===== config.mk =====
export PLATFORM = sky130hd
export DESIGN_NAME = spi_master_fsm_flat
export DESIGN_NICKNAME = d
export VERILOG_FILES = /design/src/rtl/spi_pkg.sv /design/src/rtl/spi_master_fsm_if.sv /design/src/rtl/spi_phase_timer.sv /design/src/rtl/spi_master_fsm.sv /design/src/flat_wrapper.sv
export SDC_FILE = /design/constraint.sdc
export NUM_CORES = 1
export LEC_CHECK = 0
export CORE_MARGIN = 3
export CORE_UTILIZATION = 56
export DETAILED_ROUTE_END_ITERATION = 10
export PLACE_DENSITY = 0.95
export SKIP_LAST_GASP = 1
export SYNTH_ARGS = -nofsm -noshare
export SYNTH_HDL_FRONTEND = slang
export SYNTH_HIERARCHICAL = 1
export SYNTH_SLANG_ARGS = --single-unit

===== constraint.sdc =====
create_clock -name clk -period 3.15 [get_ports clk]
set_clock_uncertainty 0.05 [all_clocks]
set_input_delay 0.315 -clock clk [delete_from_list [all_inputs] [get_ports clk]]
set_output_delay 0.315 -clock clk [all_outputs]
set_load 0.01 [all_outputs]

===== src/rtl/spi_pkg.sv =====
// Shared types and defaults for the mode-0 SPI master and its companion slave bench.
package spi_pkg;

   typedef enum logic [2:0] {
      IDLE,
      SETUP,
      HIGH,
      LOW,
      HOLD,
      GAP
   } state_t;

   localparam bit CPOL = 1'b0;
   localparam bit CPHA = 1'b0;

   localparam int DEF_DATA_W  = 8;
   localparam int DEF_CLK_DIV = 4;

endpackage


===== src/rtl/spi_master_fsm_if.sv =====
// Core-side handshake plus SPI pins of the master; master modport is the DUT view.
interface spi_master_fsm_if
   import spi_pkg::*;
#(
   parameter int DATA_W = DEF_DATA_W
);

   logic              start;
   logic [DATA_W-1:0] tx_data;
   logic              busy;
   logic              done;
   logic [DATA_W-1:0] rx_data;
   logic              sclk;
   logic              cs;
   logic              mosi;
   logic              miso;

   modport master (
      input  start, tx_data, miso,
      output busy, done, rx_data, sclk, cs, mosi
   );

   modport slave (
      output start, tx_data, miso,
      input  busy, done, rx_data, sclk, cs, mosi
   );

endinterface


===== src/rtl/spi_phase_timer.sv =====
// Divides clk into sclk half-periods; phase_end marks the last clk of each phase.
module spi_phase_timer #(
   parameter int CLK_DIV = 4
) (
   input  logic clk,
   input  logic rst,
   input  logic run,
   output logic phase_end
);

   localparam int               CNT_W = (CLK_DIV > 1) ? $clog2(CLK_DIV) : 1;
   localparam logic [CNT_W-1:0] LAST  = CNT_W'(CLK_DIV - 1);

   logic [CNT_W-1:0] div_cnt;

   // Held at zero while idle so every frame starts with a full-length phase.
   always_ff @(posedge clk or posedge rst) begin
      if (rst) begin
         div_cnt <= '0;
      end else if (!run || div_cnt == LAST) begin
         div_cnt <= '0;
      end else begin
         div_cnt <= div_cnt + CNT_W'(1);
      end
   end

   assign phase_end = run && (div_cnt == LAST);

endmodule


===== src/rtl/spi_master_fsm.sv =====
// Mode-0 SPI master: one full-duplex DATA_W-bit frame per accepted start, MSB first.
module spi_master_fsm
   import spi_pkg::*;
#(
   parameter int DATA_W  = DEF_DATA_W,
   parameter int CLK_DIV = DEF_CLK_DIV
) (
   input logic              clk,
   input logic              rst,
   spi_master_fsm_if.master bus
);

   localparam int               BIT_W    = $clog2(DATA_W);
   localparam logic [BIT_W-1:0] LAST_BIT = BIT_W'(DATA_W - 1);

   state_t            state;
   logic [BIT_W-1:0]  bit_cnt;
   logic [DATA_W-1:0] tx_sh;
   logic [DATA_W-1:0] rx_sh;
   logic              run;
   logic              phase_end;
   logic              accept;
   logic              sample;

   assign run = (state != IDLE);

   // A start still high when GAP expires opens the next frame directly, so
   // back-to-back frames see cs high for exactly one phase.
   assign accept = bus.start && ((state == IDLE) || (state == GAP && phase_end));

   assign sample = phase_end && (state == SETUP || state == LOW);

   spi_phase_timer #(
      .CLK_DIV (CLK_DIV)
   ) u_timer (
      .clk       (clk),
      .rst       (rst),
      .run       (run),
      .phase_end (phase_end)
   );

   always_ff @(posedge clk or posedge rst) begin
      if (rst) begin
         state       <= IDLE;
         bit_cnt     <= '0;
         bus.sclk    <= 1'b0;
         bus.cs      <= 1'b1;
         bus.mosi    <= 1'b0;
         bus.busy    <= 1'b0;
         bus.done    <= 1'b0;
         bus.rx_data <= '0;
      end else begin
         bus.done <= 1'b0;
         if (accept) begin
            bus.cs   <= 1'b0;
            bus.mosi <= bus.tx_data[DATA_W-1];
            bus.busy <= 1'b1;
            bit_cnt  <= LAST_BIT;
            state    <= SETUP;
         end else begin
            case (state)
               IDLE: ;
               SETUP: begin
                  if (phase_end) begin
                     bus.sclk <= 1'b1;
                     state    <= HIGH;
                  end
               end
               HIGH: begin
                  if (phase_end) begin
                     bus.sclk <= 1'b0;
                     if (bit_cnt == '0) begin
                        state <= HOLD;
                     end else begin
                        bus.mosi <= tx_sh[bit_cnt - BIT_W'(1)];
                        bit_cnt  <= bit_cnt - BIT_W'(1);
                        state    <= LOW;
                     end
                  end
               end
               LOW: begin
                  if (phase_end) begin
                     bus.sclk <= 1'b1;
                     state    <= HIGH;
                  end
               end
               HOLD: begin
                  if (phase_end) begin
                     bus.cs      <= 1'b1;
                     bus.mosi    <= 1'b0;
                     bus.rx_data <= rx_sh;
                     bus.done    <= 1'b1;
                     state       <= GAP;
                  end
               end
               GAP: begin
                  if (phase_end) begin
                     bus.busy <= 1'b0;
                     state    <= IDLE;
                  end
               end
               default: state <= IDLE;
            endcase
         end
      end
   end

   // Shift registers carry payload only; control qualifies every use of them.
   always_ff @(posedge clk) begin
      if (accept) begin
         tx_sh <= bus.tx_data;
      end
      if (sample) begin
         rx_sh <= {rx_sh[DATA_W-2:0], bus.miso};
      end
   end

endmodule


===== src/flat_wrapper.sv =====
// flat-port wrapper written by rule: the top's interface ports become plain ports
module spi_master_fsm_flat import spi_pkg::*;
#(
   parameter int DATA_W  = DEF_DATA_W,
   parameter int CLK_DIV = DEF_CLK_DIV
)
  (clk, rst, bus_start, bus_tx_data, bus_miso, bus_busy, bus_done, bus_rx_data, bus_sclk, bus_cs, bus_mosi);
  spi_master_fsm_if #(.DATA_W(DATA_W)) bus_i ();
  input logic clk;
  input logic rst;
  input wire logic [$bits(bus_i.start)-1:0] bus_start;
  input wire logic [$bits(bus_i.tx_data)-1:0] bus_tx_data;
  input wire logic [$bits(bus_i.miso)-1:0] bus_miso;
  output wire logic [$bits(bus_i.busy)-1:0] bus_busy;
  output wire logic [$bits(bus_i.done)-1:0] bus_done;
  output wire logic [$bits(bus_i.rx_data)-1:0] bus_rx_data;
  output wire logic [$bits(bus_i.sclk)-1:0] bus_sclk;
  output wire logic [$bits(bus_i.cs)-1:0] bus_cs;
  output wire logic [$bits(bus_i.mosi)-1:0] bus_mosi;
  assign bus_i.start = bus_start;
  assign bus_i.tx_data = bus_tx_data;
  assign bus_i.miso = bus_miso;
  assign bus_busy = bus_i.busy;
  assign bus_done = bus_i.done;
  assign bus_rx_data = bus_i.rx_data;
  assign bus_sclk = bus_i.sclk;
  assign bus_cs = bus_i.cs;
  assign bus_mosi = bus_i.mosi;
  spi_master_fsm #(.DATA_W(DATA_W), .CLK_DIV(CLK_DIV)) u_core (.clk(clk), .rst(rst), .bus(bus_i));
endmodule

# == Yosys cells after proc, flatten, opt, wreduce, memory -nomap -nowiden ==
# Cells that the tools add are included.
# word_totals
output_inout_bits,13
ramBits,0
mem_count,0
reg_bits,37
word_cells,83
romBits,0
latch_bits,0
# op_classes
addsub,2
n_reduce_logical,25
n_div,0
n_mux,28
n_shift,0
mul,0
n_bitwise,1
magnitude_cmp,1
eq_ne,15
# ops
cell,count
3-bit two-way mux,10
3-bit one-hot mux with 5 select lines,1
1-bit two-way mux,13
"3-bit by 1-bit inequality test with 1-bit output, second input constant",4
2-bit nonzero test,5
"2-bit by 1-bit inequality test with 1-bit output, second input constant",4
4-bit AND reduction,2
"3-bit by 2-bit equality test with 1-bit output, second input constant",2
"3-bit equality test, second input constant",2
3-bit zero test,2
3-bit AND reduction,2
3-bit nonzero test,2
5-bit AND reduction,1
1-bit logical AND,4
"3-bit by 4-bit < comparator with 1-bit output, second input constant",1
1-bit one-hot mux with 2 select lines,2
2-bit AND reduction,2
1-bit binary-select mux with 3-bit select,1
"3-bit by 1-bit equality test with 1-bit output, second input constant",1
1-bit logical OR,3
"3-bit by 2-bit inequality test with 1-bit output, second input constant",1
"3-bit by 1-bit subtractor with 3-bit output, second input constant",1
"2-bit by 1-bit adder with 2-bit output, second input constant",1
"2-bit equality test, second input constant",1
4 further kinds,4

# == Depth between registers and ports, before layout ==
# Gate-level depths: netlist of the first run.
# logic_depth
depth_word,7
mapped_depth,8

# == Hierarchy ==
# Netlist of the first run, hierarchy kept.
# by_module_without_submodules
mod,cells_per_inst,instances,seq_area_each_um2,area_per_inst_um2
spi_master_fsm,106,1,957.2,1466.4
spi_phase_timer,7,1,50.0,95.1

# == Worst setup path after synthesis of the first run ==
# No wires, ideal clock.
# synth_path
path_type,flip-flop to flip-flop
startpoint,register u_core.state[2]
endpoint,register u_core.bit_cnt[2]
n_path_buf,1
required_ns,2.978
arrival_time_ns,1.819
synth_period_minus_slack_ns,1.991
stages_incl_launch_ff,9
path_slack_ns,1.159
setup_time_ns,0.122
path_cell_list,dfrtp_1 -> clkbuf_1 -> or3_1 -> and2_2 -> nand3_1 -> a21o_1 -> inv_1 -> mux2i_1 -> a21oi_2
# synth_between
elab_chain_cells,7
elab_cells_between_ends,13
# synth_lines
item,line_no,text
from (decl),spi_master_fsm.sv:16,state_t state;
from (signal assigned),spi_master_fsm.sv:44,state <= IDLE;
from (signal assigned),spi_master_fsm.sv:59,state <= SETUP;
from (signal assigned),spi_master_fsm.sv:66,state <= HIGH;
3-bit nonzero test (*),spi_master_fsm.sv:25,assign run = (state != IDLE);
net u_core.run,spi_master_fsm.sv:20,logic run;
1-bit logical AND (*),spi_phase_timer.sv:27,assign phase_end = run && (div_cnt == LAST);
net u_core.phase_end,spi_master_fsm.sv:21,logic phase_end;
1-bit logical AND (*),spi_master_fsm.sv:29,assign accept = bus.start && ((state == IDLE) || (state == GAP && phase_end));
1-bit logical OR (*),spi_master_fsm.sv:29,
1-bit logical AND (*),spi_master_fsm.sv:29,
net u_core.accept,spi_master_fsm.sv:22,logic accept;
2-bit by 1-bit inequality test with 1-bit output (no source line) or 2-bit nonzero test (tied branches),-,
3-bit AND reduction (no source line),-,
to (signal assigned),spi_master_fsm.sv:76,bit_cnt <= bit_cnt - BIT_W'(1);
to (decl),spi_master_fsm.sv:17,logic [BIT_W-1:0] bit_cnt;
# Mark *: on every way through the listed nets, which the timed path passes. The rest lies on a longest branch.
# A chain may end at the register's enable or synchronous reset.

# == Worst setup path after layout of the first run ==
# layout_path
startpoint,register u_core.state[2]
endpoint,register u_core.bus.rx_data[1]
# layout_between
elab_chain_cells,7
elab_cells_between_ends,10
# layout_lines
item,line_no,text
3-bit nonzero test (*),spi_master_fsm.sv:25,
net u_core.run,spi_master_fsm.sv:20,
1-bit logical AND (*),spi_phase_timer.sv:27,
net u_core.phase_end,spi_master_fsm.sv:21,
1-bit logical AND,spi_master_fsm.sv:29,
1-bit logical OR,spi_master_fsm.sv:29,
1-bit logical AND,spi_master_fsm.sv:29,
1-bit inverter (no source line),-,
3-bit AND reduction (no source line) (*),-,
to (signal assigned),spi_master_fsm.sv:91,bus.rx_data <= rx_sh;
to (decl),spi_master_fsm_if.sv:20,"output busy, done, rx_data, sclk, cs, mosi"
# Marked as above.

==> results of run 1 <==
==> flip-flops by register name, summed over array words and instances, names as in the netlist <==
register                cells
u_core/rx_sh                8
u_core/bus.sclk             1
u_core/u_timer/div_cnt      2
u_core/bus.busy             1
u_core/tx_sh                8
u_core/bus.rx_data          8
u_core/state                3
u_core/bit_cnt              3
u_core/bus.mosi             1
u_core/bus.cs               1
u_core/bus.done             1
==> critical path: stages (launching register included) <==
cell and delay, ns:
dfrtp_1 0.58, or3_1 0.21, and2_2 0.22, nand2b_1 0.12, nor3b_1 0.41, buf_4 0.26
mux2_2 0.35
==> power by group <==
group	internal, mW	switching, mW
clock network	0.189	0.157
registers	0.586	0.0610
logic	0.185	0.193
==> cell type report <==
class                      instances  area (µm²)  share of cell area (%)
clock inverter                     1        30.0                    1.58
tap                               30        37.5                    1.97
sequential                        37        1010                    52.9
timing repair buffer              25         248                    13.0
multi-input combinational         66         505                    26.5
inverter                           6        22.5                    1.18
clock buffer                       7        55.1                    2.89
==> logic make-up after synthesis <==
group | after synthesis | synth area share [%]
AO/OA/AOI/OAI | 16 | 6.49
XOR/XNOR | 1 | 0.561
adder cells (fa/ha/maj) | 3 | 2.40
buffers and inverters | 10 | 3.13
flip-flops | 37 | 64.5
multiplexers | 12 | 10.5
AND/OR/NAND/NOR | 34 | 12.4
==> layout by cell type, fill, tap and decap left out, types with 2 or more instances in the layout <==
| cell type | count |
|---|---|
| inv_1 | 6 |
| nor3_1 | 3 |
| a21o_1 | 2 |
| dfrtp_1 | 20 |
| edfxtp_1 | 16 |
| nand2b_1 | 3 |
| ha_1 | 3 |
| clkdlybuf4s50_1 | 24 |
| mux4_1 | 2 |
| nor2b_1 | 4 |
| nor2_1 | 6 |
| mux2_2 | 9 |
| o21ai_0 | 4 |
| nand2_1 | 9 |
| a21oi_1 | 4 |
| clkbuf_4 | 5 |
==> metal layers <==
metal | vias up | global-route usage [%]
met1 | 486 | 22.8
met4 | 0 | 13.6
met2 | 35 | 29.7
met5 | - | 0
li1 | 456 | -
met3 | 10 | 7.68
==> how the worst max path moves through the flow <==
| stage | startpoint | end | slack, ns | cells after the start |
|---|---|---|---|---|
| global placement | u_core/state[2] | u_core/bus.rx_data[6] | 1.07 | 6 |
| detailed placement | u_core/state[2] | u_core/bus.rx_data[6] | 0.89 | 6 |
| floorplan | u_core/state[2] | u_core/bit_cnt[2] | 1.16 | 8 |
| CTS | u_core/state[2] | u_core/bus.rx_data[1] | 0.88 | 6 |
| global route | u_core/state[2] | u_core/bus.rx_data[3] | 0.71 | 6 |
| finish | u_core/state[2] | u_core/bus.rx_data[1] | 0.84 | 6 |
==> stage by stage <==
step / cells / setup slack, ns / instance area, µm² / util [%]
final: 172 / 0.840 / 1910 / 74.2
after CTS: 172 / 0.879 / 1910 / 74.2
after global placement: 164 / 1.07 / 1820 / 70.9
after floorplan: 113 / 1.16 / 1560 / -
after detailed placement: 164 / 0.892 / 1820 / 70.9
after global routing: 172 / 0.710 / 1910 / 74.2
==> results.toml, run 1 <==
[run]
maxCapViolCount = 0

[synth]
yosysMostFrequentCell = "dfrtp_1"
yosysTopAreaCellShare_pct = 32.1
synth_seq_cells = 37
synth_area_leaders = "dfrtp_1 32%, edfxtp_1 31%, mux2_2 6.5%"
yosys_warnings = 6
postSynthCellCount = 113
netlist_area_um2 = 1560
ys_seq_area_share_pct = 64.5
synthFlopType = "dfrtp_1"
synth_fp_nets = 128
synth_area_leader_cell = "dfrtp_1"
ys_types = 35
async_reset_ff_share_pct = 56.8
synth-edff-count = 16
synth_common_cells = "20 x dfrtp_1, 16 x edfxtp_1, 9 x mux2_2, 9 x nand2_1"
synth.avg_cell_area_um2 = 13.8

[clocking]
insertion_delay_ns = 0.36
post_cts_resized = 0
cts_setup_buffers = 0
cts_tree = "yes"
root_buffer = "clkbuf_4"
clock_sinks = 37
htreeDepth = 2
numCtsBuffers = 5
ctsHoldBuffers = 0
clkTransAtPathRegs_ns = 0.10
cts.path.max_buffers = 2

[placement]
place_congestion = 0.849
port_buffers = 24
dp_hpwl_um = 2140

[sta]
slew_viol_final = 0
fmax_ghz = 0.433
slew_headroom_pct = 51.5
setup_viol = 0
hold_violations = 0
fin_tns_setup_ns = 0
finalCritPeriodShare_pct = 73.3
rsz0062_at_grt = "no"
tightestPinTransition_ns = 0.726
min_period_ns = 2.31
hold_slack_ns = 0.0971

[drt]
vias_per_cell = 5.74
wl_met2_um = 1470
highest_layer = "met4"
drc_errors = 0
wl_met1_um = 1220
routedWlPerCell_um = 17.3
first_iter_violations = 42
routed-wl-met3_um = 185
antenna_left = 0
vias = 987
dr.pass1.iters = 4
postRouteWirelength_um = 2970

[min_path]
hold_class = "input pin to async pin"

[layout]
area_growth_pct = 22.0
layout-drive-gt1-share_pct = 16.2
nNetsFinal = 156
diodes = 0
fill_cells = 182

[critical_path]
arrival_ns = 2.51
cp.required_ns = 3.35
endpoint_kind = "flip-flop"
rr_worst_depth = 6
r2r_start = "u_core/state[2]"
cp_max_fo = 14
r2r-end = "u_core/bus.rx_data[1]"
critPathKind = "flip-flop to flip-flop"
startpoint_type = "flip-flop"
regToRegSetupSlack_ns = 0.84

[die]
die_area_um2 = 3460
coreArea_um2 = 2570
rows = 18
die-width_um = 58.8
die-height_um = 58.8
start_util_pct = 60.8
io_pins = 25

[global_routing]
grt_pass1_wl_um = 4730
grt_max_degree = 20
grt_remaining_overflow = 0
antenna_found_initial = 0
grt_util_all_layers_pct = 19.6
grt_pass1_vias = 1019

[power]
powerDensity_nw_per_um2 = 720
ir_drop_mv = 0.580
p_total_mw = 1.37
p_leak_nw = 0.794

[run_status]
status = "finished, final reports clean"
(Power assumes the default switching activity.)
==> inputs of run 2 (changes only) <==
--- a/config.mk
+++ b/config.mk
@@ -6,9 +6,9 @@
 export NUM_CORES = 1
 export LEC_CHECK = 0
 export CORE_MARGIN = 3
-export CORE_UTILIZATION = 56
+export CORE_UTILIZATION = 47
 export DETAILED_ROUTE_END_ITERATION = 10
-export PLACE_DENSITY = 0.95
+export PLACE_DENSITY = 0.86
 export SKIP_LAST_GASP = 1
 export SYNTH_ARGS = -nofsm -noshare
 export SYNTH_HDL_FRONTEND = slang
==> constraint.sdc (replaced) <==
create_clock -name clk -period 1.9 [get_ports clk]
set_clock_uncertainty 0.05 [all_clocks]
set_input_delay 0.19 -clock clk [delete_from_list [all_inputs] [get_ports clk]]
set_output_delay 0.19 -clock clk [all_outputs]
set_load 0.01 [all_outputs]
==> run 2 against run 1 <==
Net effect: flip-flop and latch count did not move; power up 56%; register-to-register slack worse by 0.74 ns; sequential power grew 61%; worst hold slack gained 0.26 ns; utilization shrank 12 points; via count up 2.1%; wire length shrank 7.4%; die area up 17%; global-route usage down 3.9 points; combinational power up 88%; cell count up 12%; critical endpoint is now u_core/bit_cnt[2].
==> results.toml, run 2 (same netlist as run 1, synthesis figures left out) <==
[run_status]
status = "finished, final reports clean"

[sta]
fmax_ghz = 0.555
setup_viol = 0
rsz0062_at_grt = "yes"
hold_violations = 0
slew_viol_final = 0
slew_headroom_pct = 73.3
tightestPinTransition_ns = 0.401
min_period_ns = 1.80
fin_tns_setup_ns = 0
finalCritPeriodShare_pct = 94.7
setup_ws_ns = 0.0998

[die]
coreArea_um2 = 3100
die_area_um2 = 4050
start_util_pct = 50.3
die-height_um = 63.6
io_pins = 25
die-width_um = 63.6
rows = 20

[clocking]
clock_sinks = 37
cts_setup_buffers = 0
numCtsBuffers = 5
cts.path.max_buffers = 2
htreeDepth = 2
insertion_delay_ns = 0.33
clkTransAtPathRegs_ns = 0.11
root_buffer = "clkbuf_4"
cts_tree = "yes"

[layout]
final_common_cell = "clkdlybuf4s50_1"
layout-drive-gt1-share_pct = 19.6
final_cell_mix = "24 x clkdlybuf4s50_1, 20 x dfrtp_1, 16 x edfxtp_1, 9 x nand2_1, 9 x mux2_2"
diodes = 0
area_growth_pct = 24.6
nNetsFinal = 162
final_util_pct = 62.7
fill_cells = 253
reg_top3 = "u_core/bus.rx_data: 8 flops, u_core/rx_sh: 8 flops, u_core/tx_sh: 8 flops"

[critical_path]
endpoint_kind = "flip-flop"
crit_chain = "or3_1, and2_4, nand3_1, a21o_1, inv_4, mux2i_1, a21oi_2"
startpoint_type = "flip-flop"
critPathSlowestCell = "or3_1"
cp_max_fo = 11
cpPeakStageDelay_ns = 0.40
critPathKind = "flip-flop to flip-flop"
arrival_ns = 1.97
cp.required_ns = 2.07

[global_routing]
grt_max_degree = 20
grt_pass1_vias = 1012
grt_util_all_layers_pct = 15.7
grt_remaining_overflow = 0
antenna_found_initial = 0
grt_pass1_wl_um = 4780

[drt]
drc_errors = 0
routedWlPerCell_um = 14.3
postRouteWirelength_um = 2750
dr.pass1.iters = 4
vias_per_cell = 5.25
first_iter_violations = 35
vias = 1008
antenna_left = 0

[min_path]
hold_class = "input pin to flip-flop"

[placement]
place_congestion = 0.812
dp_slack_ns = 0.0872
port_buffers = 24
dp_hpwl_um = 1990

[run]
maxCapViolCount = 0

[power]
powerDensity_nw_per_um2 = 1100
ir_drop_mv = 0.616
p_leak_nw = 0.804
## run 2: final timing paths
path | cells past startpoint | endpoint | slack (ns) | start
max | 7 | u_core/bit_cnt[2] | 0.1 | u_core/state[2]
min | 1 | u_core/rx_sh[0] | 0.36 | bus_miso
max reg2reg | 7 | u_core/bit_cnt[2] | 0.1 | u_core/state[2]
min reg2reg | 0 | u_core/rx_sh[7] | 0.41 | u_core/rx_sh[6]
max in group asynchronous | 4 | u_core/bus.cs | 0.81 | rst
min in group asynchronous | 3 | u_core/u_timer/div_cnt[0] | 0.54 | rst
## run 2: routing by layer
layer,part of all wire (%),vias up,track usage [%]
met5,0,-,0
met4,1.5,0,6.20
met3,7.3,6,6.42
met2,51,45,25.7
met1,40,482,18.3
li1,-,475,-
## run 2: what timing repair did
| item | in CTS | in global routing |
|---|---|---|
| gates resized for setup | 0 | 2 |
| endpoints found under the setup margin | 0 | 13 |
| hold endpoints to repair | 2 | 0 |
| hold buffers | 1 | 0 |
## run 2: metrics by stage
| step | area (µm²) | total power [mW] | instances | hold WS, ns |
|---|---|---|---|---|
| floorplan | 1570 | 1.55 | 113 | -0.119 |
| global placement | 1880 | 1.70 | 183 | 0.322 |
| detailed placement | 1880 | 1.76 | 183 | 0.331 |
| CTS | 1940 | 2.16 | 192 | 0.343 |
| global route | 1950 | 2.29 | 192 | 0.329 |
| finish | 1950 | 2.15 | 192 | 0.356 |
## run 2: critical path: cells and delay by family, from the launching register on
family / cells / cell delay [ns]
AOI/OAI and AO/OA: 2 / 0.28
buffers and inverters: 1 / 0.10
DFF: 1 / 0.39
muxes: 1 / 0.17
and+or+nand+nor: 3 / 0.68
## run 2: final cells by class
type,instances,area [µm²],area share (%)
Inverter,6,25.0,1.29
Clock inverter,1,8.76,0.450
Timing Repair Buffer,31,295,15.2
Sequential cell,37,1010,51.8
Multi-Input combinational cell,66,509,26.2
Tap cell,44,55.1,2.83
Clock buffer,7,45.0,2.32
## run 2: report_power, final
part	total, mW	leakage, nW	internal, mW	switching, mW
combinational	0.710	0.370	0.346	0.363
clock	0.393	0.0295	0.149	0.244
sequential	1.04	0.404	0.971	0.0713
total	2.15	0.804	1.47	0.679
==> inputs of run 3 (changes only) <==
--- a/config.mk
+++ b/config.mk
@@ -5,10 +5,13 @@
 export SDC_FILE = /design/constraint.sdc
 export NUM_CORES = 1
 export LEC_CHECK = 0
+export CELL_PAD_IN_SITES_DETAIL_PLACEMENT = 0
+export CELL_PAD_IN_SITES_GLOBAL_PLACEMENT = 1
 export CORE_MARGIN = 3
-export CORE_UTILIZATION = 47
+export CORE_UTILIZATION = 38
 export DETAILED_ROUTE_END_ITERATION = 10
-export PLACE_DENSITY = 0.86
+export PLACE_DENSITY = 0.85
+export SKIP_CTS_REPAIR_TIMING = 1
 export SKIP_LAST_GASP = 1
 export SYNTH_ARGS = -nofsm -noshare
 export SYNTH_HDL_FRONTEND = slang
==> run 3 against run 2 <==
Net effect: clock power rose by 29%; combinational power decreased by 3.4%; wire length is 6.0% lower; maximum frequency increased by 0.91%; final area grew 0.96%; utilization down 11 points; via count down 4.3%; die area grew 21%; first-iteration DRC count fell by 17%; sequential power about the same; register-to-register slack improved by 0.02 ns; cell count increased by 1.6%.
==> results.toml, run 3 (same netlist as run 1, synthesis figures left out) <==
[die]
rows = 22
io_pins = 25
start_util_pct = 41.1
coreArea_um2 = 3800
die-height_um = 70.1
die_area_um2 = 4910
die-width_um = 70.1

[placement]
place_congestion = 0.873
dp_cells = 187
port_buffers = 24
placed_cell_area_um2 = 1880
dp_hpwl_um = 1860

[layout]
final_cell_mix = "24 x clkdlybuf4s50_1, 20 x dfrtp_1, 16 x edfxtp_1, 9 x nand2_1, 9 x mux2_2"
multiInputGateArea_um2 = 509
final_util_pct = 51.7
final_common_cell = "clkdlybuf4s50_1"
final_cell_area_um2 = 1960
area_growth_pct = 25.8
fill_cells = 324
fin_cells = 195
nNetsFinal = 161
layout-drive-gt1-share_pct = 19.0
seq_area_um2 = 1010
diodes = 0
reg_top3 = "u_core/bus.rx_data: 8 flops, u_core/rx_sh: 8 flops, u_core/tx_sh: 8 flops"

[critical_path]
startpoint_type = "flip-flop"
cp.required_ns = 2.02
cp_max_fo = 10
arrival_ns = 1.91
endpoint_kind = "flip-flop"
critPathKind = "flip-flop to flip-flop"

[drt]
dr.pass1.iters = 4
vias_per_cell = 4.95
postRouteWirelength_um = 2580
first_iter_violations = 29
routedWlPerCell_um = 13.2
antenna_left = 0
drc_errors = 0
vias = 965

[sta]
slew_viol_final = 0
hold_violations = 0
setup_viol = 0
tightestPinTransition_ns = 0.420
fmax_ghz = 0.561
slew_headroom_pct = 72.0
rsz0062_at_grt = "yes"
min_period_ns = 1.78
finalCritPeriodShare_pct = 93.9

[run]
maxCapViolCount = 0

[global_routing]
grt_pass1_wl_um = 4580
grt_max_degree = 20
grt_remaining_overflow = 0
antenna_found_initial = 0
grt_util_all_layers_pct = 12.2
grt_pass1_vias = 985

[power]
p_leak_nw = 0.811
p_total_mw = 2.24
powerDensity_nw_per_um2 = 1140
ir_drop_mv = 0.711

[clocking]
clock_sinks = 37
insertion_delay_ns = 0.29
cts.path.max_buffers = 2
cts_tree = "yes"
clkTransAtPathRegs_ns = 0.07
root_buffer = "clkbuf_8"
numCtsBuffers = 5
htreeDepth = 2

[run_status]
status = "finished, final reports clean"

[min_path]
hold_class = "input pin to async pin"
-- run 3: layer usage --
| layer | global-route usage, % | up-vias | wire length [µm] | part of all wire, % |
|---|---|---|---|---|
| met1 | 15.0 | 463 | 1190 | 46 |
| met3 | 5.61 | 4 | 158 | 6.1 |
| met4 | 4.47 | 0 | 31 | 1.2 |
| met2 | 18.6 | 31 | 1200 | 46 |
| li1 | - | 467 | - | - |
| met5 | 0 | - | 0 | 0 |
-- run 3: cell type report --
class | count | area share [%]
Clock buffer | 7 | 3.89
Clock inverter | 1 | 0.191
Inverter | 6 | 1.15
Multi-Input combinational cell | 66 | 25.9
Sequential cell | 37 | 51.3
Tap cell | 48 | 3.06
Timing Repair Buffer | 30 | 14.5
-- run 3: critical path, stage by stage, from the launching register on --
cell and delay [ns]:
dfrtp_1 0.37, ha_1 0.21, and2_4 0.19, nand2b_1 0.10, nor3b_1 0.19, buf_4 0.22, mux2_2 0.35
-- run 3: power by group --
group	switching (mW)	total (mW)	internal (mW)
Sequential	0.0729	1.05	0.973
Combinational	0.341	0.686	0.345
Clock	0.252	0.507	0.255
Total	0.666	2.24	1.57
-- run 3: path summary, 6_finish.rpt --
kind / from / end / slack [ns] / cells after the start
max: u_core/u_timer/div_cnt[0] / u_core/bus.rx_data[4] / 0.12 / 6
min: rst / u_core/u_timer/div_cnt[1] / 0.03 / 2
max reg2reg: u_core/u_timer/div_cnt[0] / u_core/bus.rx_data[4] / 0.12 / 6
min reg2reg: u_core/rx_sh[2] / u_core/rx_sh[3] / 0.40 / 0
max in group asynchronous: rst / u_core/bus.cs / 1.32 / 3
min in group clk: u_core/rx_sh[2] / u_core/rx_sh[3] / 0.40 / 0
-- run 3: per-stage QoR --
stage               setup TNS, ns  setup WS, ns  hold WS (ns)
floorplan                       0        0.0355        -0.119
global placement                0         0.139         0.323
detailed placement              0         0.125         0.337
CTS                             0         0.107        0.0265
global route             -0.00268      -0.00268        0.0561
finish                          0         0.116        0.0319
